`src/rtl/seq_detect_pkg.sv`:
```
`default_nettype none
// ============================================================================
// Module   : seq_detect_pkg
// Purpose  : Shared types, default sizes and the word-compare helper for the
//            sequence detector (RTL and reference model use the same compare).
// Contents : state_e      - FSM state encoding (IDLE, TRACK)
//            DEF_*        - default parameter values
//            WORD_MAX     - widest word the compare helper accepts
//            idx_w()      - width of a pattern index for a given depth
//            word_eq()    - masked equality, mask bit 0 = don't-care
// Revision : 1.0 - initial release
// ============================================================================
package seq_detect_pkg;

  localparam int DEF_WIDTH     = 16;
  localparam int DEF_DEPTH     = 4;
  localparam int DEF_CNT_WIDTH = 8;

  // Words are zero-extended to this width before comparison, so Width must
  // not exceed it.
  localparam int WORD_MAX = 64;

  typedef enum logic [0:0] {
    IDLE  = 1'b0,
    TRACK = 1'b1
  } state_e;

  // A depth of one still needs a one-bit index / address.
  function automatic int idx_w(input int depth);
    return (depth > 1) ? $clog2(depth) : 1;
  endfunction

  function automatic logic word_eq(input logic [WORD_MAX-1:0] w,
                                   input logic [WORD_MAX-1:0] p,
                                   input logic [WORD_MAX-1:0] m);
    return (((w ^ p) & m) == '0);
  endfunction

endpackage
`default_nettype wire

```
`src/rtl/seq_detect_fsm_sat_counter.sv`:
```
`default_nettype none
// ============================================================================
// Module   : sat_counter
// Purpose  : Up-counter that sticks at its all-ones value instead of wrapping.
// Ports    : clk_i    in  1         clock, rising edge
//            rst_ni   in  1         synchronous active-low reset
//            clr_i    in  1         synchronous clear
//            inc_i    in  1         increment request
//            count_o  out CntWidth  current count
// Revision : 1.0 - initial release
// ============================================================================
module sat_counter #(
  parameter int CntWidth = 8
) (
  input  logic                clk_i,
  input  logic                rst_ni,
  input  logic                clr_i,
  input  logic                inc_i,
  output logic [CntWidth-1:0] count_o
);

  logic [CntWidth-1:0] r_count;

  always_ff @(posedge clk_i) begin
    if (!rst_ni || clr_i) begin
      r_count <= '0;
    end else if (inc_i && (r_count != '1)) begin
      r_count <= r_count + CntWidth'(1);
    end
  end

  assign count_o = r_count;

endmodule
`default_nettype wire

```
`src/rtl/seq_detect_fsm.sv`:
```
`default_nettype none
// ============================================================================
// Module   : seq_detect_fsm
// Purpose  : Scans a stream of Width-bit words for a programmable sequence of
//            Depth words; pulses match_o on each detection and keeps a
//            saturating match count.
// Ports    : clk_i       in  1         clock, rising edge
//            rst_ni      in  1         synchronous active-low reset
//            cfg_we_i    in  1         pattern register write enable
//            cfg_addr_i  in  idx_w     pattern index to write
//            cfg_data_i  in  Width     pattern word
//            cfg_mask_i  in  Width     mask word (SEQ_DETECT_MASK_EN only)
//            valid_i     in  1         in_i carries a word this cycle
//            in_i        in  Width     input word
//            out_o       out Width     registered copy of last accepted word
//            match_o     out 1         one-cycle detection pulse
//            count_o     out CntWidth  saturating match count
//            busy_o      out 1         partial match in progress
// Config   : SEQ_DETECT_MASK_EN - adds per-word compare masks (reset all-ones)
// Revision : 1.0 - initial release
// ============================================================================
module seq_detect_fsm
  import seq_detect_pkg::*;
#(
  parameter int Width    = DEF_WIDTH,
  parameter int Depth    = DEF_DEPTH,
  parameter int CntWidth = DEF_CNT_WIDTH,
  parameter bit Overlap  = 1'b1
) (
  input  logic                      clk_i,
  input  logic                      rst_ni,
  input  logic                      cfg_we_i,
  input  logic [idx_w(Depth)-1:0]   cfg_addr_i,
  input  logic [Width-1:0]          cfg_data_i,
`ifdef SEQ_DETECT_MASK_EN
  input  logic [Width-1:0]          cfg_mask_i,
`endif
  input  logic                      valid_i,
  input  logic [Width-1:0]          in_i,
  output logic [Width-1:0]          out_o,
  output logic                      match_o,
  output logic [CntWidth-1:0]       count_o,
  output logic                      busy_o
);

  localparam int                c_IDX_W = idx_w(Depth);
  localparam logic [c_IDX_W-1:0] c_ONE  = c_IDX_W'(1);
  localparam logic [c_IDX_W-1:0] c_LAST = c_IDX_W'(Depth - 1);
  // Restarting at index 1 only makes sense when there is a second word.
  localparam bit c_CAN_RESTART = (Depth > 1);

  // --------------------------------------------------------------------------
  // Pattern (and optional mask) storage
  // --------------------------------------------------------------------------
  logic [Width-1:0] r_pat [Depth];
`ifdef SEQ_DETECT_MASK_EN
  logic [Width-1:0] r_mask [Depth];
`endif

  always_ff @(posedge clk_i) begin
    if (!rst_ni) begin
      for (int k = 0; k < Depth; k++) begin
        r_pat[k]  <= '0;
`ifdef SEQ_DETECT_MASK_EN
        r_mask[k] <= '1;
`endif
      end
    end else if (cfg_we_i && (32'(cfg_addr_i) < Depth)) begin
      r_pat[cfg_addr_i]  <= cfg_data_i;
`ifdef SEQ_DETECT_MASK_EN
      r_mask[cfg_addr_i] <= cfg_mask_i;
`endif
    end
  end

  // --------------------------------------------------------------------------
  // Compare the incoming word against the expected word and the first word
  // --------------------------------------------------------------------------
  logic [c_IDX_W-1:0]  r_idx;
  state_e              r_state;
  logic [Width-1:0]    r_out;
  logic                r_match;

  logic [WORD_MAX-1:0] w_in_x;
  logic [WORD_MAX-1:0] w_pat_cur_x;
  logic [WORD_MAX-1:0] w_pat_first_x;
  logic [WORD_MAX-1:0] w_msk_cur_x;
  logic [WORD_MAX-1:0] w_msk_first_x;
  logic                w_hit_cur;
  logic                w_hit_first;
  logic                w_complete;
  logic [c_IDX_W-1:0]  w_idx_nxt;

  always_comb begin
    w_in_x        = '0;
    w_pat_cur_x   = '0;
    w_pat_first_x = '0;
    w_in_x[Width-1:0]        = in_i;
    w_pat_cur_x[Width-1:0]   = r_pat[r_idx];
    w_pat_first_x[Width-1:0] = r_pat[0];
`ifdef SEQ_DETECT_MASK_EN
    w_msk_cur_x   = '0;
    w_msk_first_x = '0;
    w_msk_cur_x[Width-1:0]   = r_mask[r_idx];
    w_msk_first_x[Width-1:0] = r_mask[0];
`else
    w_msk_cur_x   = '1;
    w_msk_first_x = '1;
`endif
  end

  assign w_hit_cur   = word_eq(w_in_x, w_pat_cur_x, w_msk_cur_x);
  assign w_hit_first = word_eq(w_in_x, w_pat_first_x, w_msk_first_x);
  assign w_complete  = (r_idx == c_LAST) && w_hit_cur;

  // Next prefix index for an accepted word. A mismatch falls back only to
  // "does this word start a new sequence", never to a longer border.
  always_comb begin
    w_idx_nxt = '0;
    if (w_complete) begin
      if (Overlap && c_CAN_RESTART && w_hit_first) begin
        w_idx_nxt = c_ONE;
      end
    end else if (w_hit_cur) begin
      w_idx_nxt = r_idx + c_ONE;
    end else if (c_CAN_RESTART && w_hit_first) begin
      w_idx_nxt = c_ONE;
    end
  end

  // --------------------------------------------------------------------------
  // Sequencing FSM with registered outputs
  // --------------------------------------------------------------------------
  always_ff @(posedge clk_i) begin
    if (!rst_ni) begin
      r_state <= IDLE;
      r_idx   <= '0;
      r_out   <= '0;
      r_match <= 1'b0;
    end else begin
      r_match <= 1'b0;
      if (cfg_we_i) begin
        // A pattern change invalidates any partial match; the word
        // presented alongside the write is dropped.
        r_state <= IDLE;
        r_idx   <= '0;
      end else if (valid_i) begin
        r_out   <= in_i;
        r_match <= w_complete;
        r_idx   <= w_idx_nxt;
        r_state <= (w_idx_nxt != '0) ? TRACK : IDLE;
      end
    end
  end

  sat_counter #(
    .CntWidth (CntWidth)
  ) u_sat_counter (
    .clk_i   (clk_i),
    .rst_ni  (rst_ni),
    .clr_i   (1'b0),
    .inc_i   (valid_i && !cfg_we_i && w_complete),
    .count_o (count_o)
  );

  assign out_o   = r_out;
  assign match_o = r_match;
  assign busy_o  = (r_state == TRACK);

endmodule
`default_nettype wire

```
`config.mk`:
```
export PLATFORM = sky130hd
export DESIGN_NAME = seq_detect_fsm
export DESIGN_NICKNAME = d
export VERILOG_FILES = /design/src/rtl/seq_detect_pkg.sv /design/src/rtl/seq_detect_fsm_sat_counter.sv /design/src/rtl/seq_detect_fsm.sv
export SDC_FILE = /design/constraint.sdc
export NUM_CORES = 1
export LEC_CHECK = 0
export CAP_MARGIN = 20
export CORE_MARGIN = 3
export CORE_UTILIZATION = 54
export CTS_CLUSTER_DIAMETER = 100
export DETAILED_ROUTE_END_ITERATION = 10
export PLACE_DENSITY = 0.88
export SYNTH_ARGS = -nofsm -noshare
export SYNTH_HDL_FRONTEND = slang
export SYNTH_SLANG_ARGS = --single-unit
```
`constraint.sdc`:
```
create_clock -name clk_i -period 3.4 [get_ports clk_i]
set_input_delay 0.34 -clock clk_i [delete_from_list [all_inputs] [get_ports clk_i]]
set_output_delay 0.34 -clock clk_i [all_outputs]
set_load 0.02 [all_outputs]
```
==> impl_results.md <==
- Reg2Reg Depth: 7
- DRC violations left: 0
- Worst Path Required: 3.69 ns
- Sum Neg Setup Slack: 0 ns
- Area of the multi-input gates: roughly 1800 um^2
- Maximum clock frequency: 0.314 GHz
- Worst Hold Class: reg -> reg
- Endpoint class of the critical path: flop
- Worst endpoint data arrival time: 3.47 ns
- Slew @ Worst Pin: 0.876 ns
- Met2 routed WL: 5230 um
- Number of setup buffers added after CTS: 0
- Post-synthesis instance area: 4400 um^2
- Final setup skew: 0.0125 ns
- Flop pwr share: 57.6%
- Iteration-0 DRC Markers: between 100 and 150
- Worst hold slack: ~0.46 ns
- Half-perimeter wire length after placement: 7250 um
- Die width: roughly 96 um
- Highest-count cells in the layout ignoring fill and taps: 64 x sky130_fd_sc_hd__edfxtp_1, 63 x sky130_fd_sc_hd__clkdlybuf4s50_1, 51 x sky130_fd_sc_hd__and2_1
- Final hold vios: 0
- Total grt overflow: 0
- Type of element launching the critical path: flop
- Synthesized area per cell: 12.6 um^2
- Fill cell instance count of the final layout: 558
- Final layout net count: 456
- Per-cell routed wire length: 19.4 um
- Register bit total from synthesis: 94
- Clock root buffer: sky130_fd_sc_hd__clkbuf_8
- Placement row count: 32
- Static leakage: 0.00197 uW
- Pint: 1750 uW
- Ys flop type: sky130_fd_sc_hd__edfxtp_1
- Worst hold path depth: 2
- Result of the run: complete, no violations
- Pin count of the biggest net entering global routing: 49
- Number of levels in the clock H-tree: 3
- Total core area: a little under 8000 um^2
- Antenna violations before repair: 0
- Final critical delay including setup and external delays: between 3 and 4 ns
- Worst setup timing slack at the placement stage: 0.264 ns
- Worst setup slack after layout: 0.214 ns
- Number of antenna diodes: 0
- Total power per unit cell area: 429 nW/um^2
- Later-pin clock latency in the skew report: 0.36 ns
- Switching power summed over all nets: 553 uW
- Hold path startpoint: out_o[4]
- Maximum buffer depth of the clock tree: 2
- Number of resized instances in the post-cts repair step: 0
- Yosys warning count: 0
- Fraction of final layout cells with drive strength greater than 1: under 10%
- Detailed-route vias per instance: between 5 and 6
- Switching power share of the total: 24.0%
- Post-Syn Instances: 349
- Die Span Y: about 96 um
- Initial Util: 56.3%
- Uppermost signal routing layer after detailed routing: met4
- Reg-to-reg critical path endpoint: u_sat_counter.count_o[7]
- Number of max-slew violations in the final report: 0
- Detailed-route wire length on metal 1: approximately 4000 um
- Floorplan die area: 9270 um^2
- Most common cell after layout, fill and taps aside: sky130_fd_sc_hd__edfxtp_1
- Clock input transition at the sequential cells of the worst setup and hold paths: 0.09 ns
- Number of synthesized flops with an enable pin: 64
- Final routed wirelength across all metal layers: 10,200 um
- Antenna Violating Nets Remaining: 0
- Worst slew slack as a fraction of its limit: 41.6%
- RSZ-0062 raised after global routing: no
- CTS tree: built
- Area growth from synthesis to layout: 22.1%
- Comb pwr share: 10.1%
- PortBufs: 63
- Number of library cell types mapped by synthesis: 35
- Met3 wire len: 769 um
- Vias: 2,949
- Clock share of power: 32.3%
- Count of hold buffers inserted by post-cts repair: 0
- IR Drop Worst-Case VDD: approximately 0.0002 V
- Net Count, Synth: 389
- Global-route total usage across every layer: 23.7%
- Final worst path period share: 93.7%
- Routability congestion estimate: between 0.8 and 0.9
- Worst R2R Setup Slack: 0.21 ns
- Total CTS buffers: 9
- Number of detailed-routing iterations run before antenna repair: 5
- TritonCTS Sinks: 94
- Fraction of synthesis flops using an asynchronous set or reset pin: 0%
- Post-synthesis sequential area ratio: 57.3%
- Biggest fanout along the worst timing path: 6
- Post-layout utilization of the core: 68.8%
- Vias in the first global route: 3,030
- First-pass GRT wire length: 16,000 um
- Max Cap Violations: 0
- Count of boundary I/O pins: 64
- Worst Setup Path Type: reg -> reg
- Number of setup violations in the final report: 0
- Seq. cell area: 2520 um^2
- Hold path endpoint: out_o[4]
-- metrics by stage --
step           total power (uW)  cells  instance area (um^2)
2_1_floorplan              1450    349                  4400
3_3_place_gp               1570    507                  5180
3_5_place_dp               1580    507                  5180
4_1_cts                    2310    523                  5370
5_1_grt                    2380    523                  5370
6_report                   2300    523                  5370
-- per-layer routing --
layer  vias up  global-route usage [%]
met1      1438                    30.2
met2       114                    40.0
met4         0                    7.70
met3        15                    5.24
met5         -                       0
li1       1382                       -
-- cell families (layout without fill, tap and decap cells) --
logic type,Yosys count,in the layout,synth area share [%]
simple gates,156,156,19.6
mux,18,18,9.24
flops,94,94,57.3
compound gates,24,24,4.04
fa+ha+maj,2,2,0.569
xor+xnor,35,35,6.97
buf+inv,20,92,2.28
-- power by group through the flow --
stage | registers (uW) | clock network, uW | logic [uW]
floorplan | 1340 | 0 | 108
CTS | 1330 | 755 | 233
finish | 1330 | 744 | 232
detailed placement | 1350 | 0 | 229
global route | 1330 | 796 | 249
global placement | 1340 | 0 | 222
-- registers in the layout (all words and copies together), names as in the netlist, named ones only --
name,count
u_sat_counter.count_o,8
out_o,16
busy_o,1
match_o,1
r_pat,64
r_idx,2
-- synthesized netlist by cell type, drive strengths merged, types with 5 or more instances --
cell / n / area share (%)
edfxtp: 64 / 44
and2: 51 / 7.3
nand2: 43 / 3.7
xor2: 34 / 6.8
dfxtp: 30 / 14
a21boi: 20 / 3.4
and3: 16 / 2.3
clkbuf: 16 / 1.4
mux4: 16 / 8.8
nand3: 9 / 1.0
nor4: 8 / 1.3
nand2b: 7 / 1.0
nor2: 5 / 0.43
-- final cells by class --
class | instances | share of cell area (%)
Tap cell | 102 | 2.38
Inverter | 1 | 0.0699
Multi-Input combinational cell | 235 | 33.1
Clock inverter | 6 | 1.28
Timing Repair Buffer | 75 | 13.9
Clock buffer | 10 | 2.38
Sequential cell | 94 | 46.9
-- worst max path at each step --
stage,start,end,slack (ns),depth (start not counted)
floorplan,flop,u_sat_counter.count_o[7],0.40,10
CTS,flop,u_sat_counter.count_o[7],0.20,7
global route,flop,u_sat_counter.count_o[7],0.07,7
finish,flop,u_sat_counter.count_o[7],0.21,7
detailed placement,flop,u_sat_counter.count_o[7],0.26,9
global placement,flop,u_sat_counter.count_o[7],0.38,9
-- critical path: stages (launching register included) --
cell and delay [ns]:
sky130_fd_sc_hd__dfxtp_1 0.55, sky130_fd_sc_hd__mux4_1 0.63, sky130_fd_sc_hd__xor2_1 0.17, sky130_fd_sc_hd__nor4_1 0.52, sky130_fd_sc_hd__nand4_2 0.17, sky130_fd_sc_hd__or3b_1 0.44, sky130_fd_sc_hd__or4_1 0.49, sky130_fd_sc_hd__a21boi_1 0.15
(Power assumes the default switching activity.)
